## src/rtl/uart_pkg.sv

```systemverilog
// rtl/uart_pkg.sv - shared UART definitions: state encoding, divider formula, data width
// Purpose: common constants for uart_send / uart_recv so both ends agree on
//          framing and on how the baud divider is derived.
// Ports:   none (package).
package uart_pkg;

  localparam int DATA_BITS = 8;

  // State encoding kept as plain localparams so other blocks can reuse it.
  localparam logic [2:0] ST_IDLE   = 3'd0;
  localparam logic [2:0] ST_START  = 3'd1;
  localparam logic [2:0] ST_DATA   = 3'd2;
  localparam logic [2:0] ST_STOP   = 3'd3;
  localparam logic [2:0] ST_PARITY = 3'd4;

  typedef enum logic [2:0] {
    IDLE   = ST_IDLE,
    START  = ST_START,
    DATA   = ST_DATA,
    STOP   = ST_STOP,
    PARITY = ST_PARITY
  } uart_state_t;

  // Clocks per bit; integer divide, identical on transmit and receive side.
  function automatic int baud_cnt_max(input int clk_freq, input int bps);
    return clk_freq / bps;
  endfunction

endpackage

```

## src/rtl/uart_recv_if.sv

```systemverilog
// rtl/uart_recv_if.sv - receive-side pin and user-logic signal bundle
// Purpose: groups the serial input and the byte/strobe outputs of uart_recv.
// Signals: uart_rxd (pin, idle high), uart_rx_data[7:0], uart_rx_done,
//          uart_rx_busy, uart_frame_err, uart_parity_err (only with UART_RX_PARITY_EN).
// Modports: slave = the receiver, master = the environment driving the pin.
interface uart_recv_if;
  import uart_pkg::*;

  logic                 uart_rxd;
  logic [DATA_BITS-1:0] uart_rx_data;
  logic                 uart_rx_done;
  logic                 uart_rx_busy;
  logic                 uart_frame_err;
`ifdef UART_RX_PARITY_EN
  logic                 uart_parity_err;
`endif

  modport slave (
    input  uart_rxd,
    output uart_rx_data,
    output uart_rx_done,
    output uart_rx_busy,
`ifdef UART_RX_PARITY_EN
    output uart_parity_err,
`endif
    output uart_frame_err
  );

  modport master (
    output uart_rxd,
    input  uart_rx_data,
    input  uart_rx_done,
    input  uart_rx_busy,
`ifdef UART_RX_PARITY_EN
    input  uart_parity_err,
`endif
    input  uart_frame_err
  );

endinterface

```

## src/rtl/uart_rx_sync.sv

```systemverilog
// rtl/uart_rx_sync.sv - two-flop synchroniser with falling-edge detect
// Purpose: brings the asynchronous RX pin into the clk domain and flags
//          high-to-low transitions of the synchronised level.
// Ports: clk, rst_n (async active-low), din (async pin),
//        dout (synchronised level), fall (one-cycle high-to-low flag).
// All flops reset to 1 so a line that idles high never looks like a start edge.
module uart_rx_sync (
  input  logic clk,
  input  logic rst_n,
  input  logic din,
  output logic dout,
  output logic fall
);

  logic r_s1;
  logic r_s2;
  logic r_d;

  always_ff @(posedge clk or negedge rst_n) begin
    if (!rst_n) begin
      r_s1 <= 1'b1;
      r_s2 <= 1'b1;
      r_d  <= 1'b1;
    end else begin
      r_s1 <= din;
      r_s2 <= r_s1;
      r_d  <= r_s2;
    end
  end

  assign dout = r_s2;
  assign fall = r_d & ~r_s2;

endmodule

```

## src/rtl/uart_recv.sv

```systemverilog
// rtl/uart_recv.sv - UART receiver, 8 data bits, LSB first, one stop bit
// Purpose: detects the start bit, samples each bit at mid-point, checks the
//          stop bit and presents the byte with a one-cycle done strobe.
// Ports: clk, rst_n (async active-low), rx (uart_recv_if.slave):
//        uart_rxd in; uart_rx_data, uart_rx_done, uart_rx_busy,
//        uart_frame_err (and uart_parity_err) out.
// Optional: UART_RX_PARITY_EN adds a parity bit before the stop bit,
//           parameter PARITY_ODD and output uart_parity_err.
module uart_recv
  import uart_pkg::*;
#(
  parameter int CLK_FREQ = 50000000,
  parameter int UART_BPS = 115200
`ifdef UART_RX_PARITY_EN
  ,
  parameter bit PARITY_ODD = 1'b0
`endif
) (
  input logic         clk,
  input logic         rst_n,
  uart_recv_if.slave  rx
);

  localparam int BAUD_CNT_MAX = baud_cnt_max(CLK_FREQ, UART_BPS);
  localparam int BAUD_HALF    = BAUD_CNT_MAX / 2;
  localparam logic [15:0] BIT_END  = 16'(BAUD_CNT_MAX - 1);
  localparam logic [15:0] HALF_END = 16'(BAUD_HALF - 1);
  localparam logic [3:0]  LAST_BIT = 4'(DATA_BITS - 1);

  logic w_rxd;
  logic w_fall;

  uart_rx_sync u_sync (
    .clk   (clk),
    .rst_n (rst_n),
    .din   (rx.uart_rxd),
    .dout  (w_rxd),
    .fall  (w_fall)
  );

  uart_state_t          r_state;
  logic [15:0]          r_baud_cnt;
  logic [3:0]           r_bit_cnt;
  logic [DATA_BITS-1:0] r_shift;
  logic [DATA_BITS-1:0] r_data;
  logic                 r_done;
  logic                 r_busy;
  logic                 r_ferr;
`ifdef UART_RX_PARITY_EN
  logic                 r_par_bit;
  logic                 r_perr;
`endif

  always_ff @(posedge clk or negedge rst_n) begin
    if (!rst_n) begin
      r_state    <= IDLE;
      r_baud_cnt <= 16'd0;
      r_bit_cnt  <= 4'd0;
      r_shift    <= '0;
      r_data     <= '0;
      r_done     <= 1'b0;
      r_busy     <= 1'b0;
      r_ferr     <= 1'b0;
`ifdef UART_RX_PARITY_EN
      r_par_bit  <= 1'b0;
      r_perr     <= 1'b0;
`endif
    end else begin
      r_done <= 1'b0;
      r_ferr <= 1'b0;
`ifdef UART_RX_PARITY_EN
      r_perr <= 1'b0;
`endif
      case (r_state)
        IDLE: begin
          r_baud_cnt <= 16'd0;
          if (w_fall) begin
            r_state <= START;
            r_busy  <= 1'b1;
          end
        end

        // Re-check the line half a bit in; a high level means the edge was noise.
        START: begin
          if (r_baud_cnt == HALF_END) begin
            r_baud_cnt <= 16'd0;
            if (!w_rxd) begin
              r_state   <= DATA;
              r_bit_cnt <= 4'd0;
            end else begin
              r_state <= IDLE;
              r_busy  <= 1'b0;
            end
          end else begin
            r_baud_cnt <= r_baud_cnt + 16'd1;
          end
        end

        // Right shift: first (LSB) bit ends up in bit 0 after the last sample.
        DATA: begin
          if (r_baud_cnt == BIT_END) begin
            r_baud_cnt <= 16'd0;
            r_shift    <= {w_rxd, r_shift[DATA_BITS-1:1]};
            r_bit_cnt  <= r_bit_cnt + 4'd1;
            if (r_bit_cnt == LAST_BIT) begin
`ifdef UART_RX_PARITY_EN
              r_state <= PARITY;
`else
              r_state <= STOP;
`endif
            end
          end else begin
            r_baud_cnt <= r_baud_cnt + 16'd1;
          end
        end

`ifdef UART_RX_PARITY_EN
        PARITY: begin
          if (r_baud_cnt == BIT_END) begin
            r_baud_cnt <= 16'd0;
            r_par_bit  <= w_rxd;
            r_state    <= STOP;
          end else begin
            r_baud_cnt <= r_baud_cnt + 16'd1;
          end
        end
`endif

        // Leave at mid-stop-bit so a start edge half a bit later is still caught.
        STOP: begin
          if (r_baud_cnt == BIT_END) begin
            r_baud_cnt <= 16'd0;
            r_state    <= IDLE;
            r_busy     <= 1'b0;
            if (!w_rxd) begin
              r_ferr <= 1'b1;
`ifdef UART_RX_PARITY_EN
            end else if (r_par_bit != ((^r_shift) ^ PARITY_ODD)) begin
              r_perr <= 1'b1;
`endif
            end else begin
              r_data <= r_shift;
              r_done <= 1'b1;
            end
          end else begin
            r_baud_cnt <= r_baud_cnt + 16'd1;
          end
        end

        default: begin
          r_state    <= IDLE;
          r_busy     <= 1'b0;
          r_baud_cnt <= 16'd0;
        end
      endcase
    end
  end

  assign rx.uart_rx_data   = r_data;
  assign rx.uart_rx_done   = r_done;
  assign rx.uart_rx_busy   = r_busy;
  assign rx.uart_frame_err = r_ferr;
`ifdef UART_RX_PARITY_EN
  assign rx.uart_parity_err = r_perr;
`endif

endmodule

```

## src/flat_wrapper.sv

```systemverilog
// flat-port wrapper written by rule: the top's interface ports become plain ports
module uart_recv_flat import uart_pkg::*;
#(
  parameter int CLK_FREQ = 50000000,
  parameter int UART_BPS = 115200

)
  (clk, rst_n, rx_uart_rxd, rx_uart_rx_data, rx_uart_rx_done, rx_uart_rx_busy, rx_uart_frame_err);
  uart_recv_if rx_i ();
  input logic clk;
  input logic rst_n;
  input wire logic [$bits(rx_i.uart_rxd)-1:0] rx_uart_rxd;
  output wire logic [$bits(rx_i.uart_rx_data)-1:0] rx_uart_rx_data;
  output wire logic [$bits(rx_i.uart_rx_done)-1:0] rx_uart_rx_done;
  output wire logic [$bits(rx_i.uart_rx_busy)-1:0] rx_uart_rx_busy;
  output wire logic [$bits(rx_i.uart_frame_err)-1:0] rx_uart_frame_err;
  assign rx_i.uart_rxd = rx_uart_rxd;
  assign rx_uart_rx_data = rx_i.uart_rx_data;
  assign rx_uart_rx_done = rx_i.uart_rx_done;
  assign rx_uart_rx_busy = rx_i.uart_rx_busy;
  assign rx_uart_frame_err = rx_i.uart_frame_err;
  uart_recv #(.CLK_FREQ(CLK_FREQ), .UART_BPS(UART_BPS)) u_core (.clk(clk), .rst_n(rst_n), .rx(rx_i));
endmodule
```

## config.mk

```make
export PLATFORM = sky130hd
export DESIGN_NAME = uart_recv_flat
export DESIGN_NICKNAME = d
export VERILOG_FILES = /design/src/rtl/uart_pkg.sv /design/src/rtl/uart_recv_if.sv /design/src/rtl/uart_rx_sync.sv /design/src/rtl/uart_recv.sv /design/src/flat_wrapper.sv
export SDC_FILE = /design/constraint.sdc
export NUM_CORES = 1
export LEC_CHECK = 0
export CAP_MARGIN = 20
export CORE_MARGIN = 5
export CORE_UTILIZATION = 52
export DETAILED_ROUTE_END_ITERATION = 10
export GPL_ROUTABILITY_DRIVEN = 0
export HOLD_SLACK_MARGIN = 0.06
export PLACE_DENSITY = 0.75
export SYNTH_ARGS = -nofsm -noshare
export SYNTH_HDL_FRONTEND = slang
export SYNTH_SLANG_ARGS = --single-unit
```

## constraint.sdc

```tcl
create_clock -name clk -period 1.9 [get_ports clk]
set_input_delay 0.285 -clock clk [delete_from_list [all_inputs] [get_ports clk]]
set_output_delay 0.285 -clock clk [all_outputs]
set_load 0.02 [all_outputs]
```

==> results.txt <==
Run status: complete, no violations
Drt total wl: 4130 um
Final worst path period share: 0.982
Layout cells sized above 1: 0.304
Post-Syn Instances: 176
Max Root-Sink Buffers: 2
Worst-margin pin slew: 457 ps
CP dominant cell by count: buf_6
GRT Overall Usage: 0.170
Total number of vias: 1484
Fin cells: 265
Largest net degree at the start of global routing: 27
Num Clock Sinks: 44
Root buffer cell: clkbuf_8
Cells along the critical path: inv_2 > ha_4 > and4bb_2 > nand4_4 > buf_6 > buf_6 > o211ai_1 > o221ai_1
CTS buffer count: 5
Clk_skew: 11.5 ps
Remaining Overflow, GRT: 0
Final setup violation count: 0
Row count: 22
DR vias/cell: 5.60
Peak VDD IR: 0.654 mV
Vias in the first global route: 1500
Cell Area, Placed: 0.00236 mm^2
Top cells by count, synth: dfrtp_1 (41), nor2_1 (16), mux2_2 (15)
DP Cell Count: 250
Final Util: 0.693
Hold Fails Final Rpt: 0
Main synth FF type: dfrtp_1
Number of flops mapped to enable cells by yosys: 0
Antenna Nets Post-Route: 0
Post-route DRC: 0
Power per cell area: 915 mW/mm^2
Slowest stage delay, CP: 390 ps
Post-Syn Area: 0.00202 mm^2
Yosys cell types: 40
DR WL/cell: 15.6 um
HP Start: u_core.u_sync.r_s1
Synth area leaders: dfrtp_1 (51%), mux2_2 (8.3%), dfstp_2 (3.9%)
Ant. Diodes: 0
Port bufs: 13
Crit end category: flop
Post-synth top area share: 0.507
Area Overhead vs Synth: 27.2%
H-tree levels: 2
Int Power: 1610 uW
CP Launch Type: flop
CTS tree: done
Final Cell Area: 0.00257 mm^2
DP Wirelength: 2860 um
RSZ-0062 raised after global routing: yes
Seq/Total Area, Yosys: 0.546
Crit path kind: reg2reg
Min Tclk post-route: 1870 ps
Overall power: 2350 uW
YS warnings: 0
Dominant cell type by area after synthesis: dfrtp_1
Critical Path RT: 2060 ps
1st-iter DRT viols: 166
Net Sw Frac: 0.318
Leakage: 0.00116 uW
Pins Over Slew Limit: 0
Syn avg cell area: 11.5 um^2
Clk pwr share: 0.256
Crit path launch: u_core.r_baud_cnt[1]
Die area: 0.00524 mm^2
Initial antenna violation count: 0
Worst hold slack: 363 ps
Starting Density: 0.544
F_max: 536 MHz
Post-Syn Nets: 183
Drt first pass iters: 4
Critical path fanouts, max: 8
Seq pwr share: 0.489
I/O Pins: 14
Clock Pin Slew Worst Setup and Hold Paths: 90 ps
Worst Path Arrival: 2030 ps
First-pass GRT wire length: 6820 um
Max Cap Viol: 0
Hold Path Class: reg2reg
Chip Height: 72.4 um
Logic pwr share: 0.255
Width of the chip: 72.4 um
Reg2reg start: u_core.r_baud_cnt[1]
Core area: 0.00372 mm^2
Slowest cell on the critical path: dfrtp_1
Flops & latches, synth: 44
Slew HR: 0.695
Count leader, synth: dfrtp_1
Nets@finish: 223
Switching pwr: 748 uW
Worst skew pair latency: 300 ps
FFs w/ async S/R, synth: 1.00
## state kept, by name, indices dropped and copies added, names as in the netlist
name / flops
u_core.r_baud_cnt: 16
u_core.r_shift: 8
u_core.rx.uart_rx_data: 8
u_core.r_bit_cnt: 4
u_core.r_state: 2
u_core.rx.uart_frame_err: 1
u_core.rx.uart_rx_busy: 1
u_core.rx.uart_rx_done: 1
u_core.u_sync.dout: 1
u_core.u_sync.r_d: 1
u_core.u_sync.r_s1: 1
## per-stage QoR
step | TNS [ps] | worst slack (ps)
finish | 0 | 33.7
global route | -275 | -82.5
CTS | 0 | 3.80
detailed placement | -71.2 | -71.2
global placement | 0 | 43.0
floorplan | 0 | 59.0
## cell usage in the layout, fill, tap and decap left out, types with 2 or more instances in the layout
cell             instances
dfrtp_1                 41
buf_4                   19
nor2_1                  16
mux2_2                  15
clkdlybuf4s50_1         12
nand2_1                 10
inv_1                    8
xnor2_1                  8
clkbuf_8                 6
nand3_1                  5
o21ai_0                  5
nand4_1                  4
nor3_1                   4
xor2_1                   4
a31oi_1                  4
nor2b_1                  3
o211ai_1                 3
ha_1                     3
buf_12                   3
dfstp_2                  3
nor4_4                   2
or4_4                    2
nor4_1                   2
a21oi_1                  2
a21oi_2                  2
nand2b_1                 2
mux2i_1                  2
clkinv_2                 2
buf_6                    2
## critical path, delay by kind of cell (launching register included)
family                   cells  cell delay, ps
buffers and inverters        3             370
AND/OR/NAND/NOR              2             420
AO/OA/AOI/OAI                2             430
flip-flops                   1             390
adder cells (fa/ha/maj)      1             120
## path summary, 6_finish.rpt
check	endpoint	slack, ps	cells past startpoint
hold reg to reg	u_core.u_sync.dout	360	0
min in group asynchronous	u_core.r_state[1]	460	2
hold / removal	u_core.u_sync.dout	360	0
setup / recovery	u_core.r_bit_cnt[2]	30	8
setup reg to reg	u_core.r_bit_cnt[2]	30	8
max in group asynchronous	u_core.r_baud_cnt[10]	940	3
## per-layer routing
layer / share of wire / vias up / GRT usage
li1: - / 705 / -
met1: 0.42 / 721 / 0.201
met2: 0.50 / 46 / 0.286
met3: 0.048 / 12 / 0.0443
met4: 0.030 / 0 / 0.0820
met5: 0 / - / 0
## power groups by stage
stage / clock, uW / sequential, uW / combinational, uW
global placement: 0 / 1140 / 511
global route: 660 / 1160 / 663
finish: 603 / 1150 / 600
detailed placement: 0 / 1150 / 547
floorplan: 0 / 1160 / 299
CTS: 615 / 1140 / 569
## layout make-up
class | instances | area, um^2
Timing Repair Buffer | 38 | 360
Inverter | 9 | 33.8
Clock buffer | 6 | 82.6
Multi-Input combinational cell | 118 | 922
Fill cell | 279 | 1140
Tap cell | 48 | 60.1
Clock inverter | 2 | 10.0
Sequential cell | 44 | 1100
## timing repair
item,CTS,global route
setup endpoints to repair,9,23
buffers inserted,0,6
pin swaps,0,5
endpoints found under the hold margin,15,0
hold buffers,1,0
resized for setup,4,9
## cells by family (layout without fill, tap and decap cells)
group	after synthesis	count (layout)	synth area share
compound gates	22	22	0.0711
xor+xnor	12	12	0.0519
fa+ha+maj	4	4	0.0247
buf+inv	14	55	0.0266
flops	44	44	0.546
mux	17	17	0.0934
simple gates	63	63	0.186
No activity file was read; power rests on OpenSTA's default activity.
